$ cat src/rtl/count_ctrl.sv
// Run/direction/record sequencer for the lab4 BCD counter, with clock-enable step tick and display scan.
// Define AUTO_REVERSE_EN to bounce off 00/99 instead of saturating.
module count_ctrl #(
    parameter int TICK_DIV = 33554432,
    parameter int SCAN_DIV = 8192
) (
    input  logic       clk,
    input  logic       reset,
    input  logic       en_p,
    input  logic       dir_p,
    input  logic       rec_p,
    input  logic       at_max,
    input  logic       at_min,
    output logic       cnt_step,
    output logic       cnt_up,
    output logic       rec_load,
    output logic       running,
    output logic       max,
    output logic       min,
    output logic [1:0] scan_sel,
    output logic [3:0] digit
);

    localparam int TW = $clog2(TICK_DIV);
    localparam int SW = (SCAN_DIV > 1) ? $clog2(SCAN_DIV) : 1;
    localparam logic [TW-1:0] TICK_LAST = TW'(TICK_DIV - 1);
    localparam logic [SW-1:0] SCAN_LAST = SW'(SCAN_DIV - 1);

    typedef enum logic [1:0] {IDLE, RUN, PAUSE, SAT} state_t;

    state_t        state_q, state_d;
    logic [TW-1:0] tcnt_q, tcnt_d;
    logic          cnt_step_q, cnt_step_d;
    logic          cnt_up_q, cnt_up_d;
    logic          dir_pend_q, dir_pend_d;
    logic          rec_load_q, rec_load_d;
    logic          running_q, running_d;
    logic          max_q, max_d;
    logic          min_q, min_d;
    logic [SW-1:0] scnt_q, scnt_d;
    logic [1:0]    scan_sel_q, scan_sel_d;
    logic [3:0]    digit_q, digit_d;

    logic          up_eff;
    logic          terminal;
    logic          bnd;

    // A direction change that coincides with a step is held back one cycle so the
    // step is taken in the old direction; up_eff is the direction as of now.
    assign up_eff   = cnt_up_q ^ dir_pend_q;
    assign terminal = (tcnt_q == TICK_LAST);
    assign bnd      = (up_eff & at_max) | (~up_eff & at_min);

    // NOTE: every signal gets a default first so no path leaves it unassigned (no latches).
    always_comb begin
        state_d    = state_q;
        tcnt_d     = tcnt_q;
        cnt_up_d   = up_eff;
        dir_pend_d = 1'b0;
        cnt_step_d = 1'b0;

        unique case (state_q)
            IDLE: begin
                if (en_p) begin
                    state_d = RUN;
                    tcnt_d  = '0;
                end
            end
            RUN: begin
                if (en_p) begin
                    state_d = PAUSE;
                end else begin
                    tcnt_d = terminal ? '0 : tcnt_q + 1'b1;
                    if (terminal && !bnd) begin
                        cnt_step_d = 1'b1;
                        dir_pend_d = dir_p;
                    end else if (terminal) begin
`ifdef AUTO_REVERSE_EN
                        cnt_up_d   = ~up_eff;
                        cnt_step_d = 1'b1;
`else
                        state_d    = SAT;
                        cnt_up_d   = up_eff ^ dir_p;
`endif
                    end else if (dir_p) begin
                        cnt_up_d = ~up_eff;
                    end
                end
            end
            PAUSE: begin
                if (en_p) state_d = RUN;
            end
            SAT: begin
                if (en_p) begin
                    state_d = PAUSE;
                    tcnt_d  = '0;
                end else if (dir_p) begin
                    state_d  = RUN;
                    tcnt_d   = '0;
                    cnt_up_d = ~up_eff;
                end
            end
            default: state_d = IDLE;
        endcase

        running_d  = (state_d == RUN) || (state_d == SAT);
        max_d      = (state_d == SAT) &&  cnt_up_d;
        min_d      = (state_d == SAT) && !cnt_up_d;
        rec_load_d = rec_p && ((state_q == RUN) || (state_q == SAT));

        scnt_d     = (scnt_q == SCAN_LAST) ? '0 : scnt_q + 1'b1;
        scan_sel_d = (scnt_q == SCAN_LAST) ? scan_sel_q + 2'd1 : scan_sel_q;
        digit_d    = ~(4'b0001 << scan_sel_d);
    end

    // NOTE: sequential state uses non-blocking assignments so all flops update together.
    always_ff @(posedge clk) begin
        if (reset) begin
            state_q    <= IDLE;
            tcnt_q     <= '0;
            cnt_step_q <= 1'b0;
            cnt_up_q   <= 1'b1;
            dir_pend_q <= 1'b0;
            rec_load_q <= 1'b0;
            running_q  <= 1'b0;
            max_q      <= 1'b0;
            min_q      <= 1'b0;
            scnt_q     <= '0;
            scan_sel_q <= 2'd0;
            digit_q    <= 4'b1110;
        end else begin
            state_q    <= state_d;
            tcnt_q     <= tcnt_d;
            cnt_step_q <= cnt_step_d;
            cnt_up_q   <= cnt_up_d;
            dir_pend_q <= dir_pend_d;
            rec_load_q <= rec_load_d;
            running_q  <= running_d;
            max_q      <= max_d;
            min_q      <= min_d;
            scnt_q     <= scnt_d;
            scan_sel_q <= scan_sel_d;
            digit_q    <= digit_d;
        end
    end

    assign cnt_step = cnt_step_q;
    assign cnt_up   = cnt_up_q;
    assign rec_load = rec_load_q;
    assign running  = running_q;
    assign max      = max_q;
    assign min      = min_q;
    assign scan_sel = scan_sel_q;
    assign digit    = digit_q;

endmodule

$ cat config.mk
export PLATFORM = sky130hd
export DESIGN_NAME = count_ctrl
export DESIGN_NICKNAME = d
export VERILOG_FILES = /design/src/rtl/count_ctrl.sv
export SDC_FILE = /design/constraint.sdc
export NUM_CORES = 1
export LEC_CHECK = 0
export ABC_AREA = 1
export CORE_MARGIN = 2
export CORE_UTILIZATION = 35
export CTS_CLUSTER_SIZE = 16
export DETAILED_ROUTE_END_ITERATION = 8
export GPL_TIMING_DRIVEN = 0
export PLACE_DENSITY = 0.52
export SYNTH_ARGS = -nofsm -noshare
export SYNTH_HDL_FRONTEND = slang
export SYNTH_SLANG_ARGS = --single-unit
$ cat constraint.sdc
create_clock -name clk -period 1.7 [get_ports clk]
set_clock_uncertainty 0.2 [all_clocks]
set_input_delay 0.34 -clock clk [delete_from_list [all_inputs] [get_ports clk]]
set_output_delay 0.34 -clock clk [all_outputs]
set_load 0.01 [all_outputs]
==> summary.md <==
| Metric | Value |
|---|---|
| FF-to-FF End | tcnt_q[20] |
| Slowest cell on the critical path | dfxtp_2 |
| Max_cap viols | 0 |
| Post-Syn Instances | roughly 380 |
| GRT busiest layer | met2 |
| Distinct cells, synth | 28 |
| Vias in the first global route | around 2400 |
| Gr ovfl total | 0 |
| Share of layout cells above drive strength 1 | 31.5% |
| Yosys reg bits | 53 |
| Via count | ~2400 |
| Global routing usage on met1 | 18.8% |
| Initial antenna violation count | 0 |
| Netlist Area Pre-Place | 2650 um2 |
| Fillers | 778 |
| CTS root buffer | clkbuf_8 |
| Fin nets | 440 |
| Clk sinks | 53 |
| # IOs | 19 |
| Crit path max-delay family | simple AND/OR/NAND/NOR gates |
| First-pass GRT wire length | 10400 um |
| Clk_lat worst skew | 310 ps |
| Global placement routability congestion | 0.782 |
| Synthesis Warnings | 0 |
| GRT Total Usage | 15.4% |
| Worst slew pin tran | 567 ps |
| Chip Height | 91.1 um |
| Syn Area/Cell | 7.04 um2 |
| TritonRoute pass-1 iters | 4 |
| Worst min path class | flop to flop |
| Setup violation total in the final timing report | 9 |
| Core Rows | 31 |
| Worst setup path end | tcnt_q[20] |
| Status | finished with violations |
| Worst setup EP type | flop |
| Final Hold Viols | 0 |
| Pwr Density | 635 nW/um2 |
| R2R depth | 12 |
| Slew headroom | 62.2% |
| Synth Net Count | 386 |
| Vias per std cell | 4.56 |
| CTS H-Tree Depth | 2 |
| Max Transition Viols Final | 0 |
| Reg2Reg Launch Point | tcnt_q[0] |
| Final WL | 6010 um |
| Worst IR Drop VDD | 0.000302 V |
| Failing checks | negative setup slack |
| R2R setup slack | -60 ps |
| CP cell instances | ha_4 > inv_2 > nor2_4 > nand2_4 > buf_4 > nor2_4 > buf_6 > nand2_1 > nand2_1 > nand2_1 > nand2_1 > a21oi_1 |
| Num CTS Buffers | 5 |
| Avg WL per Cell | between 10 and 15 um |
| Largest net degree at the start of global routing | 18 |
| Area growth from synthesis to layout | 34.5% |
| Worst Slack Setup Final | -59.2 ps |
| Hpwl dp | 4080 um |
| Initial Utilization | 36.4% |
| Critical Path RT | 1680 ps |
| Post-CTS Hold Buffers | 0 |
| Critical path startpoint category | flop |
| Max Buffers Root-to-Sink | 2 |
| CP arrival | between 1500 and 2000 ps |
| I/O Buffers | 18 |
| DR iter-0 viols | 67 |
| Core area | 7290 um2 |
| Met2 usage | roughly 27% |
| Most numerous cell on the critical path | nand2_1 |
| DRC errors left | 0 |
| Antenna-violating nets left | 0 |
| Static Leak | 1.41 nW |
| Setup TNS Final | -249 ps |
| Crit Path Max Fanout | 3 |
| Final Cycle Share | 103% |
| Tmin final | 1760 ps |
| Chip width | 91.1 um |
| Crit path depth | 12 |
| Maximum clock rate | 0.568 GHz |
| Antenna diodes | 0 |
| CP Class | flop to flop |
| RSZ-0062 raised after global routing | yes |
| Crit path launch | tcnt_q[0] |
| Clock Pin Slew Worst Setup and Hold Paths | about 100 ps |
| Post-synthesis sequential area ratio | about two fifths |
| CTS tree | yes |
| Die footprint | slightly above 8000 um2 |
| Met3 Use GR | 3.24% |
| CP bufs+invs | 3 |
| Slowest Stage Delay on Critical Path | approximately 370 ps |
| Final Core Density | 48.9% |
kinds of logic (layout without fill, tap and decap cells):
kind of cell | Yosys count | in the layout | synth area share [%]
AO/OA/AOI/OAI | 26 | 26 | 5.28
flip-flops | 53 | 53 | 40.0
XOR/XNOR | 16 | 16 | 5.28
buffers and inverters | 57 | 112 | 8.96
adder cells (fa/ha/maj) | 2 | 2 | 0.943
AND/OR/NAND/NOR | 223 | 223 | 39.5
metrics by stage:
stage | setup slack, ps | hold slack (ps) | power (W) | area [um2] | std cells
after floorplan | 13.2 | 217 | 0.00143 | 2650 | 377
after global placement | -478 | 234 | 0.00149 | 2960 | 494
after detailed placement | -488 | 228 | 0.00150 | 2960 | 494
after CTS | -59.4 | 237 | 0.00230 | 3370 | 522
after global routing | -148 | 268 | 0.00238 | 3570 | 531
final | -59.2 | 235 | 0.00227 | 3570 | 531
cell usage in the layout, fill, tap and decap left out, drive strengths merged, types with 8 or more instances in the layout:
| master | count |
|---|---|
| inv | 52 |
| nand3 | 27 |
| xor2 | 11 |
| nand2 | 95 |
| buf | 32 |
| nor2 | 78 |
| o21ai | 8 |
| dlygate4sd2 | 12 |
| dfxtp | 53 |
| nor3 | 12 |
| a21oi | 14 |
routing by layer:
layer / wire (um) / vias up
met5: 0 / -
met2: 3060 / 12
met3: 112 / 2
li1: - / 1284
met4: 36 / 0
met1: 2790 / 1122
cells in the mapped netlist:
master,count,area (um2)
nand2_2,9,56.3
nand3_1,27,135
nand3b_2,1,11.3
buf_1,1,3.75
buf_4,2,15.0
o21a_1,1,7.51
o21ai_0,5,25.0
clkbuf_1,1,3.75
nand2_4,3,33.8
o21ai_1,3,15.0
dfxtp_1,53,1060
xnor2_1,5,43.8
nor3_1,12,60.1
nor2_4,4,45.0
xor2_1,11,96.3
nor3b_2,1,12.5
nor2_2,19,119
nor4_1,1,6.26
buf_12,1,20.0
inv_2,2,7.51
inv_1,50,188
o21bai_1,3,22.5
nand2_1,83,312
a21oi_1,14,70.1
nand3b_1,1,7.51
nor2_1,55,206
nand4_1,7,43.8
ha_1,2,25.0
cell type report:
class	instances	area, um2	area share [%]
Multi-Input combinational cell	267	1560	43.6
Sequential cell	53	1100	30.9
Timing Repair Buffer	47	449	12.6
Inverter	52	198	5.54
Tap cell	99	124	3.47
Clock buffer	5	68.8	1.93
Buffer	5	50.0	1.40
Clock inverter	3	22.5	0.631
sequential cells by signal (all words and copies together), names as in the netlist:
name / count
cnt_up: 1
digit: 4
state_q: 2
scnt_q: 13
min: 1
cnt_step: 1
tcnt_q: 25
rec_load: 1
scan_sel: 2
max: 1
dir_pend_q: 1
running: 1
what timing repair did:
action | CTS | global route
buffers inserted | 19 | 10
pin swaps | 17 | 13
hold endpoints to repair | 0 | 0
cloned | 2 | 0
setup endpoints to repair | 59 | 50
resized for setup | 63 | 41
how the worst min path moves through the flow:
stage | from | end | depth (start not counted)
after floorplan | scnt_q[0] | scnt_q[0] | 1
after global placement | scnt_q[0] | scnt_q[0] | 1
after detailed placement | scan_sel[1] | digit[3] | 1
after CTS | scan_sel[1] | digit[3] | 1
after global routing | scan_sel[1] | digit[3] | 1
final | scan_sel[1] | digit[3] | 1
where the power goes:
group | internal [W] | switching, W
combinational | 0.000125 | 0.000152
clock | 0.000293 | 0.000429
sequential | 0.00125 | 0.0000146
No activity file was read; power rests on OpenSTA's default activity.
